File: src/rtl/conv3x3_mac.sv
// conv3x3_mac: 3-stage signed 3x3 convolution with rounding shift, unsigned clamp,
// double-buffered kernel (coef_* load/commit) and saturating clamp counter (sat_cnt).
module conv3x3_mac #(
  parameter int PIX_W  = 8,
  parameter int COEF_W = 8,
  parameter int SHIFT  = 4,
  parameter int CNT_W  = 16
) (
  input  logic              clk,
  input  logic              rst,
  input  logic              valid_in,
  input  logic [PIX_W-1:0]  w00,
  input  logic [PIX_W-1:0]  w01,
  input  logic [PIX_W-1:0]  w02,
  input  logic [PIX_W-1:0]  w10,
  input  logic [PIX_W-1:0]  w11,
  input  logic [PIX_W-1:0]  w12,
  input  logic [PIX_W-1:0]  w20,
  input  logic [PIX_W-1:0]  w21,
  input  logic [PIX_W-1:0]  w22,
  input  logic              coef_valid,
  input  logic [COEF_W-1:0] coef_data,
  input  logic              coef_commit,
  output logic              coef_full,
  output logic [PIX_W-1:0]  px_out,
  output logic              valid_out,
  output logic [CNT_W-1:0]  sat_cnt,
  input  logic              cnt_clr
);

  localparam int PRD_W = PIX_W + 1 + COEF_W;
  localparam int ROW_W = PRD_W + 2;
  localparam int ACC_W = PIX_W + COEF_W + 5;

  localparam logic signed [COEF_W-1:0] IDENT =
    COEF_W'(1 << SHIFT);
  // Half-LSB rounding constant; zero when SHIFT==0
  localparam logic signed [ACC_W:0] RND =
    (ACC_W+1)'((1 << SHIFT) >> 1);
  localparam logic signed [ACC_W:0] MAXV =
    (ACC_W+1)'((1 << PIX_W) - 1);

  typedef enum logic {
    LOAD,
    FULL
  } ld_state_t;

  ld_state_t state, state_nxt;
  logic [3:0] idx, idx_nxt;
  logic       shadow_we;
  logic       commit;

  logic signed [COEF_W-1:0] shadow [9];
  logic signed [COEF_W-1:0] active [9];
  logic [PIX_W-1:0]         pix [9];

  logic signed [PRD_W-1:0]  prod [9];
  logic                     v1;
  logic signed [ROW_W-1:0]  row [3];
  logic                     v2;

  logic signed [ACC_W-1:0]  sum;
  logic signed [ACC_W:0]    rnd_v;
  logic                     lo, hi;
  logic [PIX_W-1:0]         clamp_px;

  assign pix = '{w00, w01, w02, w10, w11, w12, w20, w21, w22};
  assign coef_full = (state == FULL);

  always_ff @(posedge clk or posedge rst) begin
    if (rst) begin
      state <= LOAD;
      idx   <= '0;
    end else begin
      state <= state_nxt;
      idx   <= idx_nxt;
    end
  end

  always_comb begin
    state_nxt = state;
    idx_nxt   = idx;
    shadow_we = 1'b0;
    commit    = 1'b0;
    unique case (state)
      LOAD: begin
        if (coef_valid) begin
          shadow_we = 1'b1;
          if (idx == 4'd8) begin
            state_nxt = FULL;
            idx_nxt   = '0;
          end else begin
            idx_nxt = idx + 4'd1;
          end
        end
      end
      FULL: begin
        if (coef_commit) begin
          commit    = 1'b1;
          state_nxt = LOAD;
          idx_nxt   = '0;
        end
      end
    endcase
  end

  // Commit and S1 sample share an edge, so a window
  // accepted with the commit still sees the old bank.
  always_ff @(posedge clk or posedge rst) begin
    if (rst) begin
      for (int i = 0; i < 9; i++) begin
        shadow[i] <= '0;
        active[i] <= (i == 4) ? IDENT : '0;
      end
    end else begin
      if (shadow_we) shadow[idx] <= coef_data;
      if (commit) begin
        for (int i = 0; i < 9; i++) active[i] <= shadow[i];
      end
    end
  end

  always_ff @(posedge clk or posedge rst) begin
    if (rst) begin
      v1 <= 1'b0;
      for (int i = 0; i < 9; i++) prod[i] <= '0;
    end else begin
      v1 <= valid_in;
      for (int i = 0; i < 9; i++) begin
        prod[i] <= PRD_W'($signed({1'b0, pix[i]}))
                 * PRD_W'(active[i]);
      end
    end
  end

  always_ff @(posedge clk or posedge rst) begin
    if (rst) begin
      v2 <= 1'b0;
      for (int r = 0; r < 3; r++) row[r] <= '0;
    end else begin
      v2 <= v1;
      for (int r = 0; r < 3; r++) begin
        row[r] <= ROW_W'(prod[3*r])
                + ROW_W'(prod[3*r+1])
                + ROW_W'(prod[3*r+2]);
      end
    end
  end

  always_comb begin
    sum = ACC_W'(row[0]) + ACC_W'(row[1])
        + ACC_W'(row[2]);
    // One guard bit so the rounding add cannot wrap
    rnd_v = ((ACC_W+1)'(sum) + RND) >>> SHIFT;
    lo = (rnd_v < 0);
    hi = (rnd_v > MAXV);
    clamp_px = rnd_v[PIX_W-1:0];
    if (lo) clamp_px = '0;
    if (hi) clamp_px = '1;
  end

  always_ff @(posedge clk or posedge rst) begin
    if (rst) begin
      valid_out <= 1'b0;
      px_out    <= '0;
      sat_cnt   <= '0;
    end else begin
      valid_out <= v2;
      if (v2) px_out <= clamp_px;
      if (cnt_clr) begin
        sat_cnt <= '0;
      end else if (v2 && (lo || hi) && !(&sat_cnt)) begin
        sat_cnt <= sat_cnt + 1'b1;
      end
    end
  end

endmodule

File: config.mk
export PLATFORM = sky130hd
export DESIGN_NAME = conv3x3_mac
export DESIGN_NICKNAME = d
export VERILOG_FILES = /design/src/rtl/conv3x3_mac.sv
export SDC_FILE = /design/constraint.sdc
export NUM_CORES = 2
export LEC_CHECK = 0
export ABC_AREA = 1
export BUFFER_PORTS_ARGS = -buffer_cell sky130_fd_sc_hd__buf_4
export CORE_MARGIN = 2
export CORE_UTILIZATION = 37
export CTS_CLUSTER_DIAMETER = 80
export DETAILED_ROUTE_END_ITERATION = 8
export HOLD_SLACK_MARGIN = 0.03
export PLACE_DENSITY = 0.56
export SLEW_MARGIN = 5
export SYNTH_ARGS = -nofsm -noshare
export SYNTH_HDL_FRONTEND = slang
export SYNTH_SLANG_ARGS = --single-unit
File: constraint.sdc
create_clock -name clk -period 19.4 [get_ports clk]
set_input_delay 4.85 -clock clk [delete_from_list [all_inputs] [get_ports clk]]
set_output_delay 4.85 -clock clk [all_outputs]
set_load 0.03 [all_outputs]
# == Word-level counts from Yosys, hierarchy flattened ==
# Cells that the tools add are included.
# classes
n_addsub,11
mul,9
div_mod_pow,0
magnitude_cmp,4
eq_ne,3
shift,0
mux,19
n_bitwise,2
reduce_logical,8
# ops
cell,n
$mul 9x8->17,9
$bwmux 72,1
$add 18x17->19,3
$add 17x17->18,3
$demux 8 s4,1
$mux 16,2
$mux 8,3
$add 21x5->22 const B,1
$add 20x19->21,1
$add 19x19->20,1
$gt 18x9->1 const B,1
$lt 18x1->1 const B,1
$add 16x1->16 const B,1
$reduce_and 16->1,1
$mux 4,3
$pmux 4 s2,1
$mux 1,7
$ge 5x5->1 const B,1
$lt 5x1->1 const B,1
$not 4->5,1
$add 4x1->4 const B,1
$eq 4x4->1 const B,1
$ne 2x2->1 const B,2
$logic_and 1x1->1,3
other kinds (6),6
# word_totals
register_bits,386
latch_bits,0
ramBits,0
romBits,0
inputBits,86
out_inout_bits,26
wordCells,93
memories,0

# == Depth between registers and ports, before layout ==
# depth
ltp_word,9
ltp_mapped,23
mapped_depth_nobuf,22

# == Worst setup path before layout ==
# Ideal clock, no wire load.
# synth_path
path_kind,input -> register
start,input port w02[0]
end,register prod[118] (netlist bit)
setup_ps,79
arrival_time_ps,8951
t_required_ps,19321
slack_ps,10370
stages,16
path_buffers,1
path_cell_list,clkbuf_1 or2_2 fa_1 fa_1 inv_1 fa_1 fa_1 ha_1 a21oi_1 o21ai_0 a21oi_1 o21ai_0 a21boi_0 o21bai_1 a21oi_1 xor2_1
# synth_between
elab_chain_len,1
# synth_lines
item,line_no,text
from (decl),14,"input logic [PIX_W-1:0] w02,"
$mul 9x8->17,131,* PRD_W'(active[i]);
"to (signal, indexed assignment)",130,"prod[i] <= PRD_W'($signed({1'b0, pix[i]}))"
to (decl),57,logic signed [PRD_W-1:0] prod [9];
# No other way between the ends.
# A chain may end at the register's enable or synchronous reset.

# == Final worst setup path ==
# Ends and elaborated chain as after synthesis.

==> reports/metrics.cfg <==
[yosys]
ys_seq_elements=386
netlist_instances=4307
syn_area_um2=37400
yosysWarnings=0
ys.flop_type=dfrtp_1
synth_edf_count=0
ys_seq_area_share_pct=25.8
synthArstFlopShare_pct=100
synth_fp_nets=5278
syn-mean-instance-area_um2=8.68
synthDistinctLibCells=44

[run_status]
status=finished clean

[floorplanning]
initial_core_util_pct=37.3
die_area_um2=104000
die_w_um=322
io_pins=112
rows=116
dieHeight_um=322
core_area_um2=100000

[clocking]
holdBufCountCts=0
worstSkewPairLatency_ns=0.59
postCtsSetupBuffers=0
numCtsBuffers=48
h-tree-depth=2
clock_path_buffers=3
cts_tree=done
clkSlewWorstSetupHoldPaths_ns=0.06
cts_resized=0
cts.sinks=386
cts-root-buf=clkbuf_16

[setup_path]
worstSetupPathType=input pin to flop
r2r_setup_slack_ns=14.38
end_kind=flop
cp-start-kind=input pin
reg2reg_to=prod[118]
crit_end=prod[118]
cp-startpoint=w02[0]
cp.required_ns=19.91
r2r-start=active[55]
crit_fanout=8
worstRegToRegCells=16
arrival_ns=9.21

[placed_design]
gp_congestion=0.824
numPortBuffers=111
dp_hpwl_mm=68.9
dpl_worst_slack_ns=10.10

[layout]
nets=5283
drive_gt1_share_pct=7.13
area_growth_pct=9.54

[timing]
tightest_slew_ns=1.08
slew_headroom_pct=28.0
rsz0062_at_grt=false
worst_slack_ns=10.70
hold_viol=0
clock.fmax_mhz=115
slew_violations=0
setup_viol=0
setup-tns-final_ns=0
finalCritPeriodShare_pct=44.8
period_minus_slack_ns=8.70
finClkSkew_ns=0.0310

[global_routing]
grt_overflow=0
antenna_found_initial=7
grtUsageTotal_pct=17.3
grt_pass1_wl_mm=143
grt_start_max_net_pins=94
grt_pass1_vias=26900

[drt]
route.detailed.drc=0
wl_per_cell_um=15.0
antenna_left=0
vias=25900
drtIter0Drc=1191
viasPerCell=4.58
wl_mm=84.7
drtPass1Iterations=5

[run]
drv_cap=0

[min_path]
hp-class=flop to flop
holdPathStages=0

==> cells in the mapped netlist (7+ instances only) <==
| master | count | area share [%] |
|---|---|---|
| inv_1 | 1038 | 10 |
| nand2_1 | 890 | 8.9 |
| ha_1 | 480 | 16 |
| fa_1 | 405 | 22 |
| dfrtp_1 | 385 | 26 |
| a21oi_1 | 184 | 2.5 |
| o21ai_0 | 171 | 2.3 |
| clkbuf_1 | 157 | 1.6 |
| nor2_1 | 141 | 1.4 |
| xor2_1 | 127 | 3.0 |
| nand3_1 | 65 | 0.87 |
| xnor2_1 | 51 | 1.2 |
| or2_2 | 49 | 0.82 |
| mux2_2 | 35 | 1.1 |
| nand4_1 | 30 | 0.50 |
| nand3_2 | 11 | 0.29 |
| nor3_1 | 11 | 0.15 |
| a21o_1 | 10 | 0.20 |
| clkinv_1 | 7 | 0.070 |
| o221ai_1 | 7 | 0.16 |
==> worst min path at each step <==
| stage | start | endpoint |
|---|---|---|
| after floorplan | v1 | v2 |
| after global placement | v1 | v2 |
| after detailed placement | v1 | v2 |
| after CTS | v1 | v2 |
| after global routing | v1 | v2 |
| final | v1 | v2 |
==> worst max-delay path, stage by stage <==
cell	delay (ns)
buf_4	0.14
or2_2	0.31
fa_1	0.51
fa_1	0.55
inv_1	0.06
fa_1	0.50
fa_1	0.50
ha_1	0.37
a21oi_1	0.17
o21ai_0	0.15
a21oi_1	0.24
o21ai_0	0.16
a21boi_0	0.30
o21bai_1	0.10
a21oi_1	0.15
xor2_1	0.15
==> flip-flops by register name, summed over array words and instances (netlist names) <==
register and count:
sat_cnt 16, prod 153, px_out 8, idx 4
row 57, active 72, v1 1, shadow 72
coef_full 1, valid_out 1, v2 1
==> cells in the final DEF (no fill, tap or decap), types with 51 or more instances in the layout <==
cell type	count
inv_1	1037
nand2_1	889
ha_1	480
fa_1	405
dfrtp_1	385
a21oi_1	184
o21ai_0	171
nor2_1	140
xor2_1	127
buf_4	118
nand3_1	65
xnor2_1	51
==> metal layers <==
metal | up-vias | share of wire, % | GRT usage [%]
met2 | 375 | 44 | 27.7
met4 | 6 | 2.1 | 3.76
met1 | 12500 | 49 | 24.4
li1 | 13000 | - | -
met5 | - | 0.050 | 0
met3 | 90 | 4.6 | 2.83
==> metrics by stage <==
step                      utilization [%]  hold WS (ns)  instance area (um^2)  cells
after detailed placement             39.2         0.343                 39300   5560
final                                40.9         0.349                 41000   5650
after global placement               39.2         0.334                 39300   5560
after global routing                 40.9         0.379                 40900   5647
after floorplan                         -         0.331                 37400   4307
after CTS                            40.9         0.351                 40900   5647
==> kinds of logic after synthesis <==
family                   count (synthesis)  share of synthesized area (%)
XOR/XNOR                               178                           4.17
flip-flops                             386                           25.8
AO/OA/AOI/OAI                          405                           5.78
buffers and inverters                 1210                           12.2
AND/OR/NAND/NOR                       1208                           13.2
adder cells (fa/ha/maj)                885                           37.7
multiplexers                            35                           1.05
==> area by class of cell <==
cell class | instances | area, um^2
fillers | 10000 | 59200
multi-input cells | 2711 | 23200
flip-flops and latches | 386 | 9660
inverters | 1047 | 3940
well taps | 1298 | 1620
clock buffers | 65 | 1400
repair buffers | 118 | 886
clock inverters | 22 | 269
diodes | 3 | 7.51
Power is not shown: default switching activity piles up to over one toggle a cycle in this logic, so the estimate is an artifact.
